===== config.mk =====
export PLATFORM = sky130hd
export DESIGN_NAME = ped_xing
export DESIGN_NICKNAME = d
export VERILOG_FILES = /design/src/rtl/ped_xing.sv
export SDC_FILE = /design/constraint.sdc
export NUM_CORES = 1
export LEC_CHECK = 0
export ABC_AREA = 1
export CORE_UTILIZATION = 55
export DETAILED_ROUTE_END_ITERATION = 7
export PLACE_DENSITY = 0.86
export REMOVE_ABC_BUFFERS = 1
export SETUP_SLACK_MARGIN = 0.2
export SLEW_MARGIN = 20
export SYNTH_ARGS = -nofsm -noshare
export SYNTH_HDL_FRONTEND = slang
export SYNTH_SLANG_ARGS = --single-unit

===== constraint.sdc =====
create_clock -name clk -period 1.7 [get_ports clk]
set_input_delay 0.17 -clock clk [delete_from_list [all_inputs] [get_ports clk]]
set_output_delay 0.17 -clock clk [all_outputs]
set_load 0.1 [all_outputs]

===== src/rtl/ped_xing.sv =====
// Pedestrian crossing controller.
// Synchronizes and debounces a push-button, requests a vehicle stop from the
// traffic-light controller, then runs WALK and flashing-hand phases while the
// vehicle lamps show red. Leaving red during WALK/FLASH aborts the crossing.
// Ports:
//   clk, rst        clock, asynchronous active-high reset
//   btn             raw push-button (asynchronous, bouncy)
//   r, y, g         vehicle lamp states (synchronous to clk)
//   ped             request level to the traffic-light controller
//   walk, dont_walk pedestrian lamps
//   flash           high while the hand flashes
//   countdown       remaining flash cycles, 0 outside FLASH
//   req_lamp        request pending / being served indicator
//   fault           one-cycle pulse on an aborted walk
module ped_xing #(
  parameter int unsigned DB = 4,
  parameter int unsigned WT = 2,
  parameter int unsigned FT = 2
) (
  input  logic       clk,
  input  logic       rst,
  input  logic       btn,
  input  logic       r,
  input  logic       y,
  input  logic       g,
  output logic       ped,
  output logic       walk,
  output logic       dont_walk,
  output logic       flash,
  output logic [3:0] countdown,
  output logic       req_lamp,
  output logic       fault
);

  localparam int unsigned CNT_W = 8;
  localparam int unsigned CD_W  = 4;

  typedef enum logic [2:0] {
    S_IDLE,
    S_REQ,
    S_WAITR,
    S_WALK,
    S_FLASH
  } state_t;

  state_t             state_q, state_d;
  logic               sync1_q, sync2_q;
  logic               btn_db_q, btn_db_d;
  logic               btn_db_prev_q;
  logic [CNT_W-1:0]   db_cnt_q, db_cnt_d;
  logic [CNT_W-1:0]   timer_q, timer_d;
  logic               pend_q, pend_d;
  logic               press;
  logic               red;

  logic               ped_q, ped_d;
  logic               walk_q, walk_d;
  logic               dont_walk_q, dont_walk_d;
  logic               flash_q, flash_d;
  logic [CD_W-1:0]    countdown_q, countdown_d;
  logic               req_lamp_q, req_lamp_d;
  logic               fault_q, fault_d;

  // State, input conditioning and output registers
  always_ff @(posedge clk or posedge rst) begin
    if (rst) begin
      state_q       <= S_IDLE;
      sync1_q       <= 1'b0;
      sync2_q       <= 1'b0;
      btn_db_q      <= 1'b0;
      btn_db_prev_q <= 1'b0;
      db_cnt_q      <= '0;
      timer_q       <= '0;
      pend_q        <= 1'b0;
      ped_q         <= 1'b0;
      walk_q        <= 1'b0;
      dont_walk_q   <= 1'b1;
      flash_q       <= 1'b0;
      countdown_q   <= '0;
      req_lamp_q    <= 1'b0;
      fault_q       <= 1'b0;
    end else begin
      state_q       <= state_d;
      sync1_q       <= btn;
      sync2_q       <= sync1_q;
      btn_db_q      <= btn_db_d;
      btn_db_prev_q <= btn_db_q;
      db_cnt_q      <= db_cnt_d;
      timer_q       <= timer_d;
      pend_q        <= pend_d;
      ped_q         <= ped_d;
      walk_q        <= walk_d;
      dont_walk_q   <= dont_walk_d;
      flash_q       <= flash_d;
      countdown_q   <= countdown_d;
      req_lamp_q    <= req_lamp_d;
      fault_q       <= fault_d;
    end
  end

  // Debounce, next-state and output decode
  always_comb begin
    btn_db_d    = btn_db_q;
    db_cnt_d    = '0;
    state_d     = state_q;
    timer_d     = timer_q;
    pend_d      = pend_q;
    fault_d     = 1'b0;

    // Accept the synchronized level only after DB consecutive mismatches
    if (sync2_q != btn_db_q) begin
      if (db_cnt_q == CNT_W'(DB - 1)) begin
        btn_db_d = sync2_q;
      end else begin
        db_cnt_d = db_cnt_q + CNT_W'(1);
      end
    end

    press = btn_db_q & ~btn_db_prev_q;
    red   = r & ~y & ~g;

    case (state_q)
      S_IDLE: begin
        if (press || pend_q) begin
          state_d = S_REQ;
          pend_d  = 1'b0;
        end
      end
      S_REQ: begin
        if (y) state_d = S_WAITR;
      end
      S_WAITR: begin
        if (red) begin
          state_d = S_WALK;
          timer_d = '0;
        end
      end
      S_WALK, S_FLASH: begin
        if (press) pend_d = 1'b1;
        // Losing red overrides the phase timers
        if (!red) begin
          state_d = S_IDLE;
          timer_d = '0;
          fault_d = 1'b1;
        end else if (state_q == S_WALK && timer_q == CNT_W'(WT - 1)) begin
          state_d = S_FLASH;
          timer_d = '0;
        end else if (state_q == S_FLASH && timer_q == CNT_W'(FT - 1)) begin
          state_d = S_IDLE;
          timer_d = '0;
        end else begin
          timer_d = timer_q + CNT_W'(1);
        end
      end
      default: begin
        state_d = S_IDLE;
        timer_d = '0;
      end
    endcase

    // Outputs decoded from the next state so the registers track it exactly
    ped_d       = (state_d == S_REQ);
    walk_d      = (state_d == S_WALK);
    flash_d     = (state_d == S_FLASH);
    req_lamp_d  = (state_d == S_REQ) || (state_d == S_WAITR) || (state_d == S_WALK);
    countdown_d = flash_d ? (CD_W'(FT) - timer_d[CD_W-1:0]) : '0;
    // Hand toggles during FLASH, starting lit on the first cycle
    dont_walk_d = walk_d ? 1'b0 : (flash_d ? ~timer_d[0] : 1'b1);
  end

  assign ped       = ped_q;
  assign walk      = walk_q;
  assign dont_walk = dont_walk_q;
  assign flash     = flash_q;
  assign countdown = countdown_q;
  assign req_lamp  = req_lamp_q;
  assign fault     = fault_q;

endmodule


Word-level counts from Yosys, hierarchy flattened --
Cells that the tools add are included.
Word-level totals: register bits 34, bits of input ports 6, output and inout port bits 10, logic and storage cells 75
Cells by class: add/subtract/negate cells 3, eq/ne operators 14, multiplexer cells 22, bitwise operators 8, reduce and logical (&&, ||, !) cells 12
Operator list (count):
- 8-bit 2-to-1 mux | 6
- 8-bit case mux with 3 select lines | 1
- 3-bit 2-to-1 mux | 6
- 8-bit by 1-bit adder with 8-bit output, second input constant | 2
- 3-bit by 2-bit == test with 1-bit output, second input constant | 4
- 3-bit case mux with 4 select lines | 1
- 8-bit by 1-bit == test with 1-bit output, second input constant | 1
- 8-bit by 2-bit == test with 1-bit output, second input constant | 1
- 3-bit by 1-bit == test with 1-bit output, second input constant | 2
- 3-bit == test, second input constant | 2
- 1-bit 2-to-1 mux | 6
- 2-bit != test, second input constant | 3
- 1-bit NOT | 5
- 4-bit 2-to-1 mux | 1
- 2-bit AND reduction | 2
- 2-bit OR reduction | 2
- 2-bit by 4-bit subtractor with 4-bit output, first input constant | 1
- 1-bit bitwise AND | 3
- 3-bit zero test | 1
- 1-bit logical OR | 3
- 3-bit AND reduction | 1
- 1-bit logical AND | 2
- 1-bit case mux with 2 select lines | 1
- 2-bit nonzero test | 1
- 1-bit != test | 1

Longest topological paths before layout --
word-level depth 9, gate-level depth with buffers 12, gate-level depth less buffers 11

Worst setup path before layout --
No wires, ideal clock.
path type register to register, from register timer_q[0], to register countdown_q[2], in the netlist countdown[2], setup time 0.123 ns, arrival 1.432 ns, required time 1.577 ns, slack 0.145 ns, cell stages (with the launch flop) 11, path buffers 0, period minus slack after synthesis 1.555 ns, cells stage by stage dfrtp_1 > ha_1 > inv_1 > nor2_1 > nand2_1 > nand4_1 > nand2_4 > ha_1 > inv_1 > nand2_1 > a21oi_1
Between the ends: longest elaborated chain between the ends 8, elaborated cells on any way between the ends 16, those cells by class add/sub: 2; eq/ne: 2; mux: 10; reduce/logical: 2
Ends and longest elaborated chain:
- start: declaration | line 51 | logic [CNT_W-1:0] timer_q, timer_d;
- start signal: assignment | line 89 | timer_q <= timer_d;
- branches (longest 5 deep; another with 8-bit by 1-bit adder with 8-bit output)
- 8-bit case mux with 3 select lines * | line 122 | case (state_q)
- net timer_d[0] | line 51
- 2-bit by 4-bit subtractor with 4-bit output * | line 166 | countdown_d = flash_d ? (CD_W'(FT) - timer_d[CD_W-1:0]) : '0;
- 4-bit 2-to-1 mux * | line 166
- net countdown_d[2] | line 60 | logic [CD_W-1:0] countdown_q, countdown_d;
- end signal: assignment | line 95 | countdown_q <= countdown_d;
- end: declaration | line 60
Mark *: on every way through the listed nets, which the timed path passes. The select of a mux whose other input is x is not followed. A chain may end at the register's enable or synchronous reset.

Worst setup path after layout --
from register timer_q[1], to register countdown_q[2], in the netlist countdown[2]
Between the ends: longest elaborated chain between the ends 8, elaborated cells on any way between the ends 16, those cells by class add/sub: 2; eq/ne: 2; mux: 10; reduce/logical: 2
Ends and longest elaborated chain:
- 8-bit by 1-bit == test with 1-bit output * | line 145, 148
- 1-bit logical AND | line 148 | end else if (state_q == S_FLASH && timer_q == CNT_W'(FT - 1)) begin
- 8-bit 2-to-1 mux | line 148
- 8-bit 2-to-1 mux * | line 145 | end else if (state_q == S_WALK && timer_q == CNT_W'(WT - 1)) begin
- 8-bit 2-to-1 mux * | line 141 | if (!red) begin
- 8-bit case mux with 3 select lines * | line 122
- net timer_d[0] | line 51
- 2-bit by 4-bit subtractor with 4-bit output * | line 166
- 4-bit 2-to-1 mux * | line 166
- net countdown_d[2] | line 60
Mark *: on every way through the listed nets, which the timed path passes. The rest lies on a longest branch. The select of a mux whose other input is x is not followed.

==> reports/summary.md <==
• **deepest clock path buffer count** 2
• **Final Power** 2.54 mW
• **layout filler cell count** 169
• **chain of cells forming the critical path** inv_2 -> ha_4 -> inv_2 -> nor2_2 -> nand2_2 -> nand4_1 -> nand2_4 -> ha_4 -> inv_1 -> nand2_1 -> a21oi_2
• **highest cell delay on the worst timing path** 410 ps
• **Boundary Pins** 16
• **via density per instance** 5.22
• **maximum number of pins on one net before global-route repair** 35
• **first-pass GRT wire length** 6040 um
• **relative contribution of combinational cells to total power** 41.7%
• **share of the synthesized area in the top cell type** 48.9%
• **most frequent cells in the layout** 31 x sky130_fd_sc_hd__inv_1, 30 x sky130_fd_sc_hd__dfrtp_1, 29 x sky130_fd_sc_hd__buf_4, 25 x sky130_fd_sc_hd__nand2_1, 21 x sky130_fd_sc_hd__nor2_1
• **Final min period** 1530 ps
• **kind of capture point of the worst setup path** register
• **required time of the worst setup path** 1980 ps
• **Inserted Clock Buffers** 5
• **static power due to leakage** 1.17 nW
• **run status** finished with violations
• **Slew Limit Fails** 0
• **violated checks** DRC
• **count of final setup violators** 0
• **mean area per synthesized cell** 8.41 um2
• **initial antenna violation count** 0
• **headroom to the max-slew limit** 72.5%
• **unrepaired setup endpoints after global routing** true
• **most common library cell in the layout ignoring fill and taps** sky130_fd_sc_hd__inv_1
• **maximum fanout along the worst path** 3
• **Die H** 57.4 um
• **ratio of cells with drive above 1 in the final layout** 33.9%
• **number of global-route vias before repair** 1403
• **top post-synthesis cells by area** sky130_fd_sc_hd__dfrtp_1 49%, sky130_fd_sc_hd__inv_1 8.0%, sky130_fd_sc_hd__nand2_1 6.2%, sky130_fd_sc_hd__nor2_1 5.6%, sky130_fd_sc_hd__nand3_1 3.8%
• **area growth from synthesis to layout** 29.5%
• **Worst path top cell family by delay** simple AND/OR/NAND/NOR gates
• **portion of the post-synthesis area used by sequential elements** 50.4%
• **CTS H-tree depth** 2
• **net switching component of the power** 1.03 mW
• **final weighted congestion of routability-driven global placement** 0.918
• **Die Outline Area** 3300 um2
• **Pwr Density** 1160 nW/um2
• **Bufs and invs on worst path** 3
• **clock tree root driver cell** sky130_fd_sc_hd__clkbuf_4
• **post-route fraction of the period consumed by the critical path** 90.2%
• **Setup WS pre-CTS** -73.6 ps
• **placed instance area** 1940 um2
• **internal cell power** 1.51 mW
• **area used by sequential logic in the layout** 856 um2
• **clk sink count** 34
• **warning count from the yosys run** 0
• **worst clock skew** 5.51 ps
• **Syn Inst Count** 201
• **Chip Width** 57.4 um
• **leading area contributor after synthesis** sky130_fd_sc_hd__dfrtp_1
• **via count** 1442
• **count of distinct cell types in the synthesized netlist** 30
• **slew at the pin closest to its max-slew limit** 413 ps
• **router iterations before antenna repair** 8
• **final-report hold violation count** 0
• **starting density of the core** 59.8%
• **CP Data Arrival Time** 1810 ps
• **number of routed nets with antenna violations** 0
• **worst min path class** in2async
• **switching part of the total power** 40.5%
• **timing-limited maximum frequency** 0.652 GHz
• **violation count after the first detailed-routing iteration** 84
• **kind of start point of the critical path** register
• **final global-route overflow total** 0
• **share of total power in the clock network** 18.9%
• **Final Instance Area** 2190 um2
• **total inserted antenna cells** 0
• **sequential power share** 39.4%
• **cell row count** 19
• **TritonCTS clock tree** yes
• **Max IR drop VDD** 705 uV
• **routed wire length** 3460 um
• **Crit Path Category** reg2reg
• **All-Layer GR Usage** 24.3%
• **area of the mapped netlist** 1690 um2
• **Worst Slack Setup Final** 167 ps
• **quantity of hold-fixing buffers added after cts** 0
• **area used by multi-input combinational logic** 753 um2
• **Port-buffer cells** 15
• **#FFs+latches synth** 34
• **final core utilization** 77.4%
• **placeable core area** 2830 um2
• **number of nets in the layout** 254
• **worst-path cell with the longest stage delay** sky130_fd_sc_hd__dfrtp_1
• **clock insertion delay at the later pin of the skew report** 350 ps
• **DRC errors left** 3
• **maxcap violations** 0
• **HPWL Detailed** 2270 um
• **average wire per standard cell** 12.5 um
• **clock slew at the register clock pins of the worst setup and hold paths** 100 ps
==> cell type report <==
type | count | area share, %
flip-flops and latches | 34 | 39.1
multi-input cells | 126 | 34.4
repair buffers | 38 | 15.1
inverters | 39 | 6.69
clock buffers | 6 | 2.34
well taps | 31 | 1.77
clock inverters | 2 | 0.572
==> path summary, 6_finish.rpt <==
kind                                 startpoint                     end  slack, ps  depth (start not counted)
max                        timer_q[1]$_DFF_PP0_  countdown[2]$_DFF_PP0_        170                         11
min                                         rst   db_cnt_q[1]$_DFF_PP0_        200                          3
max reg2reg                timer_q[1]$_DFF_PP0_  countdown[2]$_DFF_PP0_        170                         11
min reg2reg                   sync1_q$_DFF_PP0_       sync2_q$_DFF_PP0_        370                          0
max in group asynchronous                   rst     dont_walk$_DFF_PP1_       1180                          3
min in group clk                            btn       sync1_q$_DFF_PP0_        260                          1
==> power by group through the flow <==
stage	clock network, mW	registers [mW]	logic [mW]
after floorplan	0	1.24	0.387
after global placement	0	1.00	0.888
after detailed placement	0	1.01	0.896
after CTS	0.499	0.994	0.999
after global routing	0.529	1.02	1.14
final	0.481	1.00	1.06
==> flip-flops by register name, indices dropped and copies added (netlist names), 3 cells and up <==
| signal | count |
|---|---|
| state_q | 3 |
| db_cnt_q | 8 |
| countdown | 4 |
| timer_q | 8 |
==> synth_stat cells <==
cell type	number
sky130_fd_sc_hd__nor3b_1	3
sky130_fd_sc_hd__ha_1	4
sky130_fd_sc_hd__nor2_1	25
sky130_fd_sc_hd__nand4_1	4
sky130_fd_sc_hd__nand2_1	28
sky130_fd_sc_hd__nor4_1	1
sky130_fd_sc_hd__nor3b_2	1
sky130_fd_sc_hd__dfrtp_1	33
sky130_fd_sc_hd__xnor2_1	1
sky130_fd_sc_hd__buf_4	1
sky130_fd_sc_hd__nor3_1	9
sky130_fd_sc_hd__inv_1	36
sky130_fd_sc_hd__nand3_1	13
sky130_fd_sc_hd__inv_2	2
sky130_fd_sc_hd__o21ai_0	6
sky130_fd_sc_hd__clkinv_1	1
sky130_fd_sc_hd__or2_2	1
sky130_fd_sc_hd__nor2_2	1
sky130_fd_sc_hd__nor3_2	1
sky130_fd_sc_hd__nand3_2	1
sky130_fd_sc_hd__o21ai_1	2
sky130_fd_sc_hd__buf_6	1
sky130_fd_sc_hd__a21oi_2	1
sky130_fd_sc_hd__o22a_1	1
sky130_fd_sc_hd__nand2_2	9
sky130_fd_sc_hd__nor2_4	1
sky130_fd_sc_hd__dfstp_2	1
sky130_fd_sc_hd__nand2_4	2
sky130_fd_sc_hd__xor2_1	1
sky130_fd_sc_hd__a21oi_1	10
==> layer usage <==
layer  share of wire (%)  wire [um]  global-route usage, %
met5                   0          0                      0
met4                 2.2         75                   9.76
met3                 6.1        210                   7.94
met2                  48       1650                   40.4
met1                  44       1530                   29.2
==> worst reg2reg max path, delay by kind of cell, from the launching register on <==
kind            cells  cell delay (ps)
simple gates        5              450
fa+ha+maj           2              310
buf+inv             3              160
flops               1              410
compound gates      1              130
==> repair_timing <==
| action | in CTS | in global routing |
|---|---|---|
| endpoints found under the setup margin | 8 | 20 |
| pin swaps | 12 | 6 |
| setup buffers | 10 | 3 |
| resized for setup | 18 | 12 |
==> metrics by stage <==
step,setup TNS (ps),hold WS [ps],cells
after detailed placement,-130,340,255
after CTS,0,199,273
after global routing,0,234,276
final,0,196,276
after floorplan,0,201,199
after global placement,-21.4,337,255
==> logic make-up (layout without fill, tap and decap cells) <==
logic type                 Yosys count  after routing  share of synthesized area, %
AOI/OAI and AO/OA                   20             20                          6.37
DFF                                 34             34                          50.4
buffers and inverters               41             85                          9.77
and+or+nand+nor                    100            100                          29.5
adders and majority gates            4              4                          2.96
xor gates and xnor gates             2              2                          1.04
No activity file was read; power rests on OpenSTA's default activity.
